--- src/rtl/pipe_pkg.sv ---
// Shared widths, op codes and payload layout for the pipeline stage buffers.
package pipe_pkg;

    localparam int unsigned DATA_W_DEF = 32;
    localparam int unsigned REG_W_DEF  = 5;
    localparam int unsigned OP_W_DEF   = 3;

    localparam logic [OP_W_DEF-1:0] OP_NOP    = 3'd0;
    localparam logic [OP_W_DEF-1:0] OP_ALU    = 3'd1;
    localparam logic [OP_W_DEF-1:0] OP_LOAD   = 3'd2;
    localparam logic [OP_W_DEF-1:0] OP_STORE  = 3'd3;
    localparam logic [OP_W_DEF-1:0] OP_BRANCH = 3'd4;

    typedef struct packed {
        logic [DATA_W_DEF-1:0] data;
        logic [REG_W_DEF-1:0]  rs2;
        logic [REG_W_DEF-1:0]  rsd;
        logic [OP_W_DEF-1:0]   op;
    } pipe_payload_t;

    // Flattened payload width for a given field configuration.
    function automatic int unsigned payload_width(input int unsigned dw,
                                                  input int unsigned rw,
                                                  input int unsigned ow);
        return dw + 2 * rw + ow;
    endfunction

endpackage

--- src/rtl/pipe_skid_slot.sv ---
// One payload+valid register; clear beats load, reset beats both.
module pipe_skid_slot #(
    parameter int unsigned W = 8
) (
    input  logic         clk_i,
    input  logic         rst_i,
    input  logic         clr_i,
    input  logic         load_i,
    input  logic [W-1:0] d_i,
    output logic         valid_o,
    output logic [W-1:0] q_o
);

    always_ff @(posedge clk_i) begin
        if (rst_i) begin
            valid_o <= 1'b0;
            q_o     <= '0;
        end else if (clr_i) begin
            valid_o <= 1'b0;
        end else if (load_i) begin
            valid_o <= 1'b1;
            q_o     <= d_i;
        end
    end

endmodule

--- src/rtl/pipe_stage_buf.sv ---
// Parametrised inter-stage pipeline register with backpressure, flush, forwarding tap and stall counter.
// Define PIPE_STAGE_SKID_EN for a two-entry skid buffer with a registered in_ready_o.
module pipe_stage_buf
    import pipe_pkg::*;
#(
    parameter int unsigned DATA_W = DATA_W_DEF,
    parameter int unsigned REG_W  = REG_W_DEF,
    parameter int unsigned OP_W   = OP_W_DEF,
    parameter int unsigned CNT_W  = 16
) (
    input  logic              clk_i,
    input  logic              rst_i,
    input  logic              flush_i,
    input  logic              in_valid_i,
    output logic              in_ready_o,
    input  logic [DATA_W-1:0] data_i,
    input  logic [REG_W-1:0]  rs2_i,
    input  logic [REG_W-1:0]  rsd_i,
    input  logic [OP_W-1:0]   op_i,
    output logic              out_valid_o,
    input  logic              out_ready_i,
    output logic [DATA_W-1:0] data_o,
    output logic [REG_W-1:0]  rs2_o,
    output logic [REG_W-1:0]  rsd_o,
    output logic [OP_W-1:0]   op_o,
    output logic              fwd_valid_o,
    output logic [REG_W-1:0]  fwd_rsd_o,
    output logic [DATA_W-1:0] fwd_data_o,
    output logic [CNT_W-1:0]  stall_cnt_o
);

    localparam int unsigned PL_W = payload_width(DATA_W, REG_W, OP_W);
    localparam logic [CNT_W-1:0] CNT_MAX = '1;

    logic [PL_W-1:0] in_pl;
    logic [PL_W-1:0] main_d;
    logic [PL_W-1:0] main_pl;
    logic            main_v;
    logic            main_clr;
    logic            main_load;
    logic            in_fire;
    logic [CNT_W-1:0] stall_q;

    assign in_pl   = {data_i, rs2_i, rsd_i, op_i};
    assign in_fire = in_valid_i && in_ready_o;

`ifdef PIPE_STAGE_SKID_EN
    logic            main_free;
    logic            skid_v;
    logic            skid_clr;
    logic            skid_load;
    logic            skid_nxt;
    logic            rdy_q;
    logic [PL_W-1:0] skid_pl;

    // in_fire implies the skid slot is empty, so skid and input never compete for the main slot.
    assign main_free = !main_v || out_ready_i;
    assign main_load = main_free && (skid_v || in_fire);
    assign main_clr  = flush_i || (main_free && !skid_v && !in_fire);
    assign main_d    = skid_v ? skid_pl : in_pl;
    assign skid_load = !main_free && in_fire;
    assign skid_clr  = flush_i || (main_free && skid_v);

    always_comb begin
        skid_nxt = skid_v;
        if (skid_clr) begin
            skid_nxt = 1'b0;
        end else if (skid_load) begin
            skid_nxt = 1'b1;
        end
    end

    always_ff @(posedge clk_i) begin
        if (rst_i) begin
            rdy_q <= 1'b0;
        end else begin
            rdy_q <= !skid_nxt;
        end
    end

    assign in_ready_o = rdy_q;

    pipe_skid_slot #(.W(PL_W)) u_skid_slot (
        .clk_i   (clk_i),
        .rst_i   (rst_i),
        .clr_i   (skid_clr),
        .load_i  (skid_load),
        .d_i     (in_pl),
        .valid_o (skid_v),
        .q_o     (skid_pl)
    );
`else
    logic out_fire;

    // A new beat replaces a departing one in the same cycle, so no bubble.
    assign out_fire   = main_v && out_ready_i;
    assign in_ready_o = !rst_i && (!main_v || out_ready_i);
    assign main_load  = in_fire;
    assign main_clr   = flush_i || (out_fire && !in_fire);
    assign main_d     = in_pl;
`endif

    pipe_skid_slot #(.W(PL_W)) u_main_slot (
        .clk_i   (clk_i),
        .rst_i   (rst_i),
        .clr_i   (main_clr),
        .load_i  (main_load),
        .d_i     (main_d),
        .valid_o (main_v),
        .q_o     (main_pl)
    );

    // Saturating count of cycles the output beat was refused downstream.
    always_ff @(posedge clk_i) begin
        if (rst_i) begin
            stall_q <= '0;
        end else if (main_v && !out_ready_i && (stall_q != CNT_MAX)) begin
            stall_q <= stall_q + CNT_W'(1);
        end
    end

    assign out_valid_o                    = main_v;
    assign {data_o, rs2_o, rsd_o, op_o}   = main_pl;
    assign fwd_valid_o                    = main_v && (rsd_o != '0);
    assign fwd_rsd_o                      = rsd_o;
    assign fwd_data_o                     = data_o;
    assign stall_cnt_o                    = stall_q;

endmodule

--- config.mk ---
export PLATFORM = sky130hd
export DESIGN_NAME = pipe_stage_buf
export DESIGN_NICKNAME = d
export VERILOG_FILES = /design/src/rtl/pipe_pkg.sv /design/src/rtl/pipe_skid_slot.sv /design/src/rtl/pipe_stage_buf.sv
export SDC_FILE = /design/constraint.sdc
export NUM_CORES = 1
export LEC_CHECK = 0
export BUFFER_PORTS_ARGS = -buffer_cell sky130_fd_sc_hd__buf_2
export CAP_MARGIN = 20
export CORE_ASPECT_RATIO = 2
export CORE_UTILIZATION = 44
export DETAILED_ROUTE_END_ITERATION = 8
export HOLD_SLACK_MARGIN = 0.12
export PLACE_DENSITY = 0.8
export SLEW_MARGIN = 10
export SYNTH_ARGS = -nofsm -noshare
export SYNTH_HDL_FRONTEND = slang
export SYNTH_SLANG_ARGS = --single-unit
--- constraint.sdc ---
create_clock -name clk_i -period 2.6 [get_ports clk_i]
set_input_delay 0.13 -clock clk_i [delete_from_list [all_inputs] [get_ports clk_i]]
set_output_delay 0.13 -clock clk_i [all_outputs]
set_load 0.02 [all_outputs]
Yosys cells after proc, flatten, opt, wreduce, memory -nomap -nowiden
Cells that the tools add are included.
{ "op_classes": {"addsub": 1, "n_eq_ne": 1, "n_bitwise": 1, "n_reduce_logical": 16} }
{ "ops": {"columns": ["op", "n"], "rows": [
  ["adder 16 x 1 -> 16 bit (second input constant)", 1],
  ["!= test 16 bit (second input constant)", 1],
  ["logical AND 1 bit", 7],
  ["nonzero test 5 bit", 1],
  ["zero test 1 bit", 4],
  ["logical OR 1 bit", 2],
  ["AND reduction 2 bit", 1],
  ["OR reduction 2 bit", 1],
  ["NOT 1 bit", 1]
]} }
{ "word_totals": {"regBits": 62, "in_bits": 50, "output_inout_bits": 101, "elab_cells": 22} }

Logic depth before layout (Yosys ltp)
Gate-level depths: netlist of run 1.
{ "logic_depth": {"depth_word": 9, "mapped_depth": 6, "depth_no_buf": 5} }

Modules after synthesis
Synthesis of run 1 repeated with hierarchy kept, for this count alone.
{ "unflattened": {"cells_unflattened": 349, "area_unflattened_um2": 3284.4} }
{ "by_module_without_submodules": {"columns": ["mod", "n_inst", "cells_per_inst", "area_per_inst_um2", "seq_area_each_um2"], "rows": [
  ["pipe_skid_slot", 1, 209, 2123.3, 920.9],
  ["pipe_stage_buf", 1, 140, 1161.1, 320.3]
]} }

Worst setup path after synthesis of run 1
OpenSTA, ideal clock, no wires.
{ "synth_path": {"path_kind": "register to register", "startpoint": "register stall_q[0] (netlist: stall_cnt_o[0])", "endpoint": "register stall_q[10] (netlist: stall_cnt_o[10])", "setup_ps": 70, "arrival_time_ps": 1906, "required_ps": 2530, "setup_slack_ps": 623, "stages_incl_launch_ff": 7, "path_buffers": 1, "period_less_slack_ps": 1977, "path_cell_list": "dfxtp_1 ha_1 nand3b_1 or3_1 clkbuf_1 or4_1 a21oi_1"} }
{ "synth_via": {"elab_chain_cells": 2, "elab_cells_between_ends": 3, "cone_classes": "1 x add/sub; 1 x eq/ne; 1 x reduce/logical"} }
{ "synth_lines": {"columns": ["item", "line", "source"], "rows": [
  ["start: declaration", "pipe_stage_buf.sv:42", "logic [CNT_W-1:0] stall_q;"],
  ["start signal: assignment", "pipe_stage_buf.sv:118", "stall_q <= stall_q + CNT_W'(1);"],
  ["branches (longest 2 deep; another with adder 16 x 1 -> 16 bit)", null, null]
]} }
Several ways; the timed one is not identified.
A chain may end at the register's enable or synchronous reset.

Final worst setup path of run 1
{ "layout_path": {"startpoint": "register stall_q[0] (netlist: stall_cnt_o[0])", "endpoint": "register stall_q[12] (netlist: stall_cnt_o[12])"} }
The elaborated chain is that of the path after synthesis.

==> results of run 1 <==
[layer usage]
metal	up-vias	part of all wire [%]	GRT usage, %	routed length (microns)
met3	17	5.5	5.99	432
met4	0	2.1	11.1	167
met2	118	56	45.1	4400
met5	-	0	0	0
met1	1290	36	22.9	2800
li1	1421	-	-	-
[how the worst max path moves through the flow]
stage / start / endpoint / slack (ns) / depth (start not counted)
6_report: stall_cnt_o[0] / stall_cnt_o[12] / 0.64 / 5
5_1_grt: stall_cnt_o[1] / stall_cnt_o[10] / 0.50 / 5
4_1_cts: stall_cnt_o[1] / stall_cnt_o[12] / 0.64 / 5
3_5_place_dp: stall_cnt_o[1] / stall_cnt_o[12] / 0.64 / 5
3_3_place_gp: stall_cnt_o[0] / stall_cnt_o[12] / 0.71 / 5
2_1_floorplan: stall_cnt_o[0] / stall_cnt_o[10] / 0.62 / 6
[report_power, final]
| part | leakage, nW | internal (W) | switching (W) |
|---|---|---|---|
| sequential | 0.503 | 0.000977 | 0.0000179 |
| combinational | 1.19 | 0.000122 | 0.000145 |
| clock | 0.147 | 0.000763 | 0.000376 |
[registers in the layout (all words and copies together), names as in the netlist]
| signal | flops |
|---|---|
| u_main_slot.valid_o | 1 |
| u_main_slot.q_o | 45 |
| stall_cnt_o | 16 |
[stage by stage]
step	instances	hold slack (ns)
after global placement	497	0.372
final	558	0.280
after detailed placement	497	0.378
after global routing	558	0.313
after floorplan	338	0.254
after CTS	558	0.269
[critical path, stage by stage (launching register included)]
cell	delay, ns
dfxtp_1	0.38
ha_1	0.23
nand3b_1	0.19
or3_1	0.51
or4_1	0.44
a21oi_1	0.14
[Yosys cell counts, types with 2 or more instances]
library cell	instances	area (sq um)
nand2_1	97	364
dfxtp_1	62	1240
a21oi_1	55	275
buf_4	37	278
clkbuf_1	16	60.1
or4_1	7	52.6
nand3_1	6	30.0
nor2_1	6	22.5
o31ai_1	6	45.0
inv_1	5	18.8
nand4_1	4	25.0
or3_1	4	25.0
nor2b_1	3	18.8
nor3_1	3	15.0
nor4_1	3	18.8
o21ai_0	3	15.0
o41ai_1	3	26.3
mux2_2	2	22.5
o21a_1	2	15.0
o311ai_0	2	17.5
[what timing repair did]
item / CTS / global route
endpoints found under the setup margin: 0 / 0
hold buffers: 47 / 0
endpoints found under the hold margin: 46 / 0
[cells in the final DEF (no fill, tap or decap), types with 2 or more instances in the layout]
cell type and instances:
buf_2 150, nand2_1 97, dfxtp_1 62, a21oi_1 55, dlygate4sd3_1 47, clkbuf_16 9
or4_1 7, nor2_1 6, o31ai_1 6, nand3_1 5, inv_1 5, clkbuf_8 5
nand4_1 4, or3_1 4, nor2b_1 3, nor3_1 3, o41ai_1 3, o21ai_0 3
nor4_1 3, buf_4 3, o21a_1 2, o311ai_0 2, mux2_2 2
[cell type report]
| cell class | count | area, sq um |
|---|---|---|
| multi-input cells | 216 | 1080 |
| repair buffers | 200 | 1240 |
| fillers | 447 | 1850 |
| clock buffers | 14 | 294 |
| flip-flops and latches | 62 | 1240 |
| inverters | 5 | 18.8 |
| well taps | 61 | 76.3 |
[logic make-up (layout without fill, tap and decap cells)]
kind of cell	Yosys count	count (layout)	share of synthesized area, %
adder cells (fa/ha/maj)	1	1	0.467
buffers and inverters	60	219	13.6
AND/OR/NAND/NOR	140	140	23.4
multiplexers	3	3	1.21
AO/OA/AOI/OAI	72	72	15.0
flip-flops	62	62	46.3
==> impl_metrics.py, run 1 <==
metrics = {
    "cts": {
        "clkLatencyLatePin_ns": 0.32,
        "cts_made_buffers": 9,
        "cts_tree": "done",
        "postCtsResizedCells": 0,
        "cts_buffer_depth": 2,
        "cts_root_buffer": "clkbuf_16",
        "htree_levels": 3,
        "cts.sinks": 62,
        "post-cts-setup-buffer-count": 0,
        "path_clk_slew_ns": 0.05,
    },
    "power_and_ir_drop": {
        "leakage_nw": 1.84,
        "vdd_ir_drop_max_mv": 0.454,
        "power_density_nw_per_um2": 608,
        "power_w": 0.00240,
    },
    "cells_and_area": {
        "drive_gt1_share_pct": 34.4,
        "postLayoutCoreUtil_pct": 68.1,
        "fin_area_sq_um": 3950,
        "antenna_cells": 0,
        "nets": 545,
        "area_growth_pct": 47.5,
    },
    "logic_synthesis": {
        "ys_seq_area_share_pct": 46.3,
        "syn-num-nets": 389,
        "avgSynthCellArea_sq_um": 7.93,
        "syn_inst": 338,
        "synth_ff_type": "dfxtp_1",
        "yosys_warnings": 0,
        "synth_edf_count": 0,
        "synth_async_sr_flop_share_pct": 0,
        "syn_area_sq_um": 2680,
        "ys_ff_latch": 62,
        "ys_types": 32,
    },
    "sta": {
        "tightest_slew_ns": 0.872,
        "setup_viol": 0,
        "fmaxAchievable_ghz": 0.510,
        "skew_ns": 0.00367,
        "relSlewSlack_pct": 41.8,
        "fin_crit_sh_pct": 75.5,
        "rsz0062_at_grt": "false",
        "hold_violations": 0,
        "fin_setup_tns_ns": 0,
        "post-route-min-period_ns": 1.96,
        "drv_slew": 0,
        "worst_slack_ns": 0.638,
    },
    "route": {
        "dr.pass1.iters": 9,
        "drc_errors": 13,
        "dr_total_vias": 2846,
        "wl_microns": 7800,
        "ant_nets": 0,
        "viasPerCell": 5.10,
        "dr.first_iter.drc_count": 145,
        "wl_per_cell_microns": 14.0,
    },
    "critical_path": {
        "worstPathRequired_ns": 2.85,
        "regToRegSetupSlack_ns": 0.64,
        "worst-path-max-fanout": 8,
        "reg2reg_to": "stall_cnt_o[12]",
        "worstPathArrival_ns": 2.21,
        "crit_type": "reg2reg",
        "endpoint_kind": "flop",
        "r2r_start": "stall_cnt_o[0]",
        "cp-start-kind": "flop",
        "reg2reg_depth": 5,
    },
    "placement": {
        "pre_cts_slack_ns": 0.645,
        "placed_cell_area_sq_um": 3190,
        "port_buffers": 150,
        "globalplace.congestion": 0.811,
        "dp_hpwl_microns": 4930,
    },
    "global_route": {
        "grt_pass1_wl_microns": 11900,
        "antenna_found_initial": 0,
        "grt_pass1_vias": 2633,
        "grt_usage_pct": 23.8,
        "grt-ovfl-total": 0,
        "grt_max_degree": 65,
    },
    "outcome": {
        "status": "complete, but fails checks",
        "violations": "design-rule violations",
    },
    "worst_hold_path": {
        "hp-class": "in2reg",
        "hold_path_depth": 3,
        "holdCritStartpoint": "out_ready_i",
        "hold_end": "stall_cnt_o[2]",
    },
    "job": {
        "max_cap_viol_count": 0,
    },
    "floorplan": {
        "dieArea_sq_um": 6430,
        "die_w_microns": 57.2,
        "core-area_sq_um": 5810,
        "die_h_microns": 112,
        "rows": 39,
        "start_util_pct": 46.2,
        "ios": 151,
    },
}
Power figures use the tool's default switching activity.
==> inputs of run 2 (changes only) <==
Settings changed: ABC_AREA from default to 1, CORE_UTILIZATION 44 to 45, PLACE_DENSITY 0.8 to 0.79.
Clock period 2.6 ns to 1.9 ns, I/O delays scaled along.
==> run 2 against run 1 <==
Effect of this change:
- the flow now finishes without violations
- register-to-register slack lost 0.36 ns
- first-iteration DRC count grew 42%
- flip-flop and latch count is the same
- non-clock buffer count grew 1
- core utilization shrank 1.5 points
- wire length grew 9.3%
- sequential power grew 40%
- synthesized area grew 9.7%
- sequential share of layout area shrank 1.9 points
- synthesized cell count grew 16%
- highest routed layer unchanged
==> impl_metrics.py, run 2 <==
metrics = {
    "outcome": {
        "status": "complete, no violations",
    },
    "floorplan": {
        "core-area_sq_um": 6310,
        "ios": 151,
        "dieArea_sq_um": 6880,
        "rows": 41,
        "die_w_microns": 59.1,
        "die_h_microns": 116,
        "start_util_pct": 46.6,
    },
    "cells_and_area": {
        "stdcell_count": 641,
        "postLayoutCoreUtil_pct": 66.6,
        "final_common_cell": "buf_2",
        "fin_area_sq_um": 4200,
        "drive_gt1_share_pct": 36.8,
        "largest_register": "u_main_slot.q_o",
        "final_cell_mix": "buf_2, nor2_1, dfxtp_1",
        "antenna_cells": 0,
        "largest_register_ffs": 45,
        "fillers": 535,
        "area_growth_pct": 42.9,
        "nets": 601,
    },
    "power_and_ir_drop": {
        "p_clk_share_pct": 47.0,
        "switching_share_pct": 25.4,
        "p_sw_w": 0.000901,
        "power_w": 0.00354,
        "pwr-share-seq_pct": 39.4,
        "leakage_nw": 2.19,
        "p_int_w": 0.00264,
        "power_density_nw_per_um2": 843,
        "vdd_ir_drop_max_mv": 0.734,
        "p_comb_share_pct": 13.6,
    },
    "cts": {
        "post-cts-setup-buffer-count": 0,
        "path_clk_slew_ns": 0.05,
        "cts_made_buffers": 9,
        "clkLatencyLatePin_ns": 0.33,
        "htree_levels": 3,
        "postCtsResizedCells": 0,
        "cts_buffer_depth": 2,
        "cts_root_buffer": "clkbuf_16",
        "cts.sinks": 62,
        "cts_tree": "done",
    },
    "logic_synthesis": {
        "yosys_warnings": 0,
        "synth_edf_count": 0,
        "syn_area_sq_um": 2940,
        "ys_types": 28,
        "ys_ff_latch": 62,
        "syn_inst": 391,
        "ys_seq_area_share_pct": 42.2,
        "synth_top_area_share_pct": 42.2,
        "synth_area_leaders": "dfxtp_1, nor2_1, buf_4, o21ai_0, nor2_2",
        "synth_ff_type": "dfxtp_1",
        "synth_async_sr_flop_share_pct": 0,
        "avgSynthCellArea_sq_um": 7.52,
        "synthTopCellsByCount": "nor2_1, dfxtp_1, o21ai_0, buf_4, nand2_1",
        "yosysMostFrequentCell": "nor2_1",
        "syn-num-nets": 442,
        "synth_top_area_cell": "dfxtp_1",
    },
    "global_route": {
        "antenna_found_initial": 0,
        "grt_pass1_vias": 2851,
        "grt_pass1_wl_microns": 12900,
        "grt-ovfl-total": 0,
        "grt_usage_pct": 25.3,
        "grt_max_degree": 46,
    },
    "placement": {
        "dp_hpwl_microns": 5320,
        "placed_cell_area_sq_um": 3420,
        "placed_cells": 578,
        "port_buffers": 150,
        "globalplace.congestion": 0.984,
    },
    "critical_path": {
        "reg2reg_to": "u_main_slot.q_o[19]",
        "worstPathRequired_ns": 2.16,
        "r2r_start": "u_main_slot.valid_o",
        "crit_type": "in2reg",
        "cp-start-kind": "input pin",
        "worstPathArrival_ns": 1.94,
        "endpoint_kind": "flop",
        "regToRegSetupSlack_ns": 0.28,
        "reg2reg_depth": 8,
        "worst-path-max-fanout": 24,
    },
    "route": {
        "dr_total_vias": 3097,
        "wl_microns": 8520,
        "drc_errors": 0,
        "dr.first_iter.drc_count": 206,
        "wl_per_cell_microns": 13.3,
        "dr.pass1.iters": 4,
        "ant_nets": 0,
        "viasPerCell": 4.83,
    },
    "sta": {
        "rsz0062_at_grt": "false",
        "fmaxAchievable_ghz": 0.596,
        "skew_ns": 0.00410,
        "fin_setup_tns_ns": 0,
        "relSlewSlack_pct": 73.0,
        "tightest_slew_ns": 0.402,
        "drv_slew": 0,
        "fin_crit_sh_pct": 88.4,
        "hold_violations": 0,
        "post-route-min-period_ns": 1.68,
        "setup_viol": 0,
    },
    "worst_hold_path": {
        "holdCritStartpoint": "flush_i",
        "hold_path_depth": 4,
        "hp-class": "in2reg",
        "hold_end": "u_main_slot.q_o[42]",
    },
    "job": {
        "max_cap_viol_count": 0,
    },
}
-- run 2: changes by cell type in the layout (fill, tap and decap cells not counted), moves of 7 or more --
cell	change
nand2_1	-64
inv_1	+9
nand3_1	+14
a21oi_1	-42
o21ai_0	+35
nor2_1	+99
or4_1	-7
o21ai_1	+9
nor2_2	+25
-- run 2: worst max path at each step --
| stage | startpoint | endpoint | slack (ns) | depth (start not counted) |
|---|---|---|---|---|
| finish | out_ready_i | u_main_slot.q_o[19] | 0.22 | 11 |
| floorplan | stall_cnt_o[0] | stall_cnt_o[12] | 0.40 | 8 |
| detailed placement | u_main_slot.valid_o | u_main_slot.q_o[40] | 0.30 | 8 |
| global placement | u_main_slot.valid_o | u_main_slot.q_o[40] | 0.34 | 8 |
| CTS | out_ready_i | u_main_slot.q_o[27] | 0.26 | 11 |
| global route | out_ready_i | u_main_slot.q_o[22] | 0.08 | 11 |
-- run 2: cell type report --
type	count	area (sq um)	area share, %
timing repair buffer	201	1250	29.8
tap	86	108	2.56
multi-input combinational	260	1220	29.1
inverter	16	67.6	1.61
clock inverter	5	57.6	1.37
sequential	62	1240	29.6
clock buffer	11	253	6.02
-- run 2: power groups by stage --
stage                     Clock [W]  Sequential [W]  Combinational (W)
final                       0.00166         0.00139           0.000481
after global routing        0.00175         0.00140           0.000517
after CTS                   0.00169         0.00139           0.000473
after detailed placement          0         0.00142           0.000399
after global placement            0         0.00142           0.000394
after floorplan                   0         0.00148           0.000229
-- run 2: critical path: stages --
cell	delay, ns
dlygate4sd3_1	0.53
buf_2	0.11
inv_1	0.06
nand2_4	0.09
inv_4	0.05
nor2_4	0.10
nand2_4	0.08
nor2_8	0.28
buf_4	0.31
o21ai_0	0.11
nor2_1	0.11
-- run 2: kinds of logic after synthesis --
group                      Yosys count  synth area share [%]
buffers and inverters               69                  16.2
AOI/OAI and AO/OA                   62                  10.7
adders and majority gates            1                 0.426
and+or+nand+nor                    197                  30.4
DFF                                 62                  42.2
-- run 2: what timing repair did --
action | 4_1_cts | 5_1_grt
setup endpoints to repair | 0 | 0
hold endpoints to repair | 46 | 0
hold buffers | 47 | 0
-- run 2: per-stage QoR --
step	setup WS (ns)	hold slack (ns)
final	0.221	0.222
after global routing	0.0834	0.237
after CTS	0.259	0.200
after detailed placement	0.303	0.326
after global placement	0.340	0.310
after floorplan	0.399	0.205
-- run 2: routing by layer --
layer	up-vias	wire, microns	global-route usage, %
met5	-	0	0
met4	0	325	15.9
met3	27	534	6.20
met2	142	4620	45.4
met1	1396	3040	25.1
li1	1532	-	-
==> inputs of run 3 (changes only) <==
Settings changed: CORE_UTILIZATION 45 to 47, PLACE_DENSITY 0.79 to 0.8, SYNTH_HIERARCHICAL from default to 1, TNS_END_PERCENT from default to 30.
==> run 3 against run 2 <==
Effect of this change:
- sequential share of layout area decreased by 1.9 points
- sequential power is essentially flat
- global-route usage is 0.36 points lower
- count of clock-buffer cells in the layout up 2
- combinational power grew 18%
- synthesized cell count up 24%
- cell count increased by 14%
- worst hold slack worse by 0.055 ns
- non-clock buffer count shrank 1
- synthesized area increased by 12%
- setup slack worse by 0.053 ns
- maximum frequency shrank 3.0%
==> impl_metrics.py, run 3 <==
metrics = {
    "cts": {
        "path_clk_slew_ns": 0.05,
        "cts_root_buffer": "clkbuf_16",
        "clkLatencyLatePin_ns": 0.32,
        "htree_levels": 3,
        "cts_buffer_depth": 2,
        "cts_tree": "done",
        "cts.sinks": 62,
        "cts_made_buffers": 9,
        "post-cts-setup-buffer-count": 0,
    },
    "power_and_ir_drop": {
        "leakage_nw": 2.42,
        "power_density_nw_per_um2": 743,
        "vdd_ir_drop_max_mv": 0.553,
    },
    "logic_synthesis": {
        "synth_compound_area_share_pct": 2.96,
        "avgSynthCellArea_sq_um": 6.82,
        "ys_seq_area_share_pct": 37.6,
        "synthTopCellsByCount": "nor2_1, nand2_1, dfxtp_1, nand3_1, inv_1",
        "synth-xor-area-share_pct": 0,
        "syn-num-nets": 535,
        "syn_area_sq_um": 3300,
        "ys_types": 28,
        "syn_inst": 484,
        "synth_ff_type": "dfxtp_1",
        "synth_top_family_by_area": "simple AND/OR/NAND/NOR gates",
        "yosysMostFrequentCell": "nor2_1",
        "synth_top_area_share_pct": 37.6,
        "yosys.area_share.simple_pct": 38.6,
        "synth_mux_area_share_pct": 0,
        "ys_ff_latch": 62,
        "synth_top_area_cell": "dfxtp_1",
        "synth_edf_count": 0,
        "synth_async_sr_flop_share_pct": 0,
        "yosys_warnings": 6,
        "synth_area_leaders": "dfxtp_1, nor2_1, nand2_1, nand3_1, buf_4",
        "synthAdderAreaFrac_pct": 0.379,
    },
    "cells_and_area": {
        "area_growth_pct": 35.8,
        "postLayoutCoreUtil_pct": 66.6,
        "drive_gt1_share_pct": 30.5,
        "seq_area_sq_um": 1240,
        "nets": 690,
        "largest_register": "u_main_slot/q_o",
        "multi_input_comb_area_sq_um": 1390,
        "final_cell_mix": "buf_2, nor2_1, nand2_1",
        "final_common_cell": "buf_2",
        "largest_register_ffs": 45,
        "fin_area_sq_um": 4480,
        "fillers": 569,
    },
    "worst_hold_path": {
        "hold_path_depth": 3,
        "holdCritStartpoint": "flush_i",
        "hp-class": "in2reg",
        "hold_end": "u_main_slot/valid_o",
    },
    "global_route": {
        "antenna_found_initial": 0,
        "grt-ovfl-total": 0,
        "grt_usage_pct": 24.9,
        "grt_pass1_vias": 3214,
        "grt_max_degree": 47,
        "grt_pass1_wl_microns": 13600,
    },
    "route": {
        "dr.pass1.iters": 4,
        "ant_nets": 0,
        "drc_errors": 0,
        "wl_microns": 9090,
        "dr_total_vias": 3496,
        "dr.first_iter.drc_count": 209,
        "wl_per_cell_microns": 12.4,
        "viasPerCell": 4.78,
    },
    "critical_path": {
        "worstPathRequired_ns": 2.15,
        "r2r_start": "u_main_slot/valid_o",
        "worst-path-max-fanout": 45,
        "endpoint_kind": "flop",
        "cp-start-kind": "input pin",
        "crit_type": "in2reg",
        "reg2reg_depth": 7,
        "regToRegSetupSlack_ns": 0.25,
        "reg2reg_to": "u_main_slot/q_o[32]",
        "worstPathArrival_ns": 1.99,
    },
    "sta": {
        "setup_viol": 0,
        "fin_crit_sh_pct": 91.1,
        "hold_violations": 0,
        "fin_hold_ws_ns": 0.167,
        "skew_ns": 0.00528,
        "post-route-min-period_ns": 1.73,
        "rsz0062_at_grt": "false",
        "relSlewSlack_pct": 50.1,
        "fmaxAchievable_ghz": 0.578,
        "fin_setup_tns_ns": 0,
        "tightest_slew_ns": 0.747,
        "drv_slew": 0,
    },
    "floorplan": {
        "die_h_microns": 121,
        "ios": 151,
        "core-area_sq_um": 6730,
        "dieArea_sq_um": 7380,
        "rows": 42,
        "die_w_microns": 61.3,
        "start_util_pct": 49.1,
    },
    "placement": {
        "globalplace.congestion": 0.888,
        "dp_hpwl_microns": 5720,
        "placed_cell_area_sq_um": 3760,
        "port_buffers": 150,
    },
    "job": {
        "max_cap_viol_count": 0,
    },
    "outcome": {
        "status": "complete, no violations",
    },
}
-- run 3: changes by cell type after synthesis, moves of 4 or more --
cell,before,now
buf_2,2,7
clkbuf_1,5,0
o21ai_1,9,0
inv_1,14,57
nor2_1,105,116
nand4_1,5,1
o21ai_0,38,1
nor2_2,25,10
nand3_1,19,60
nand2_1,33,81
nand2_2,1,5
inv_2,0,4
-- run 3: worst max-delay path by stage --
stage | start | endpoint | slack [ns] | cells after the start
global placement | u_main_slot/valid_o | u_main_slot/q_o[8] | 0.11 | 7
finish | rst_i | u_main_slot/q_o[32] | 0.17 | 9
global route | rst_i | u_main_slot/q_o[10] | 0.08 | 9
CTS | rst_i | u_main_slot/q_o[32] | 0.04 | 9
floorplan | u_main_slot/valid_o | u_main_slot/q_o[3] | 0.20 | 8
detailed placement | u_main_slot/valid_o | u_main_slot/q_o[32] | 0.01 | 7
-- run 3: through the flow --
| stage | cells | worst slack (ns) | power [W] |
|---|---|---|---|
| floorplan | 484 | 0.200 | 0.00179 |
| finish | 732 | 0.168 | 0.00333 |
| global placement | 670 | 0.109 | 0.00189 |
| detailed placement | 670 | 0.0128 | 0.00190 |
| CTS | 731 | 0.0367 | 0.00337 |
| global route | 731 | 0.0756 | 0.00350 |
-- run 3: cells by family (layout without fill, tap and decap cells) --
kind of cell	Yosys count	count (layout)
buffers and inverters	118	277
flip-flops	62	62
adder cells (fa/ha/maj)	1	1
other	0	1
AND/OR/NAND/NOR	286	286
AO/OA/AOI/OAI	17	17
-- run 3: critical path, cell delays in order --
cell and delay, ns:
dlygate4sd3_1 0.53, buf_2 0.17, inv_1 0.07, and3_2 0.23, o21bai_2 0.27, inv_4 0.24
nand3_1 0.16, nand2_1 0.07, nor2_2 0.11
-- run 3: layout make-up --
| class | count | share of cell area, % |
|---|---|---|
| Clock inverter | 2 | 0.223 |
| Timing Repair Buffer | 200 | 28.0 |
| Multi-Input combinational cell | 304 | 31.0 |
| Sequential cell | 62 | 27.7 |
| Clock buffer | 13 | 5.36 |
| Tap cell | 88 | 2.46 |
| Inverter | 62 | 5.25 |
| Antenna cell | 1 | 0.0558 |
-- run 3: where the power goes --
part,internal [W],switching [W]
sequential,0.00136,0.0000368
combinational,0.000234,0.000334
clock,0.000869,0.000504
total,0.00246,0.000874
-- run 3: repair_timing --
action	4_1_cts	5_1_grt
endpoints found under the hold margin	47	0
setup endpoints to repair	1	45
hold buffers	46	0
gates resized for setup	1	1
-- run 3: metal layers --
metal	track usage, %	wire length, microns	up-vias
li1	-	-	1751
met1	21.1	3150	1562
met2	47.1	5060	146
met3	5.67	494	37
met4	16.2	389	0
met5	0	0	-
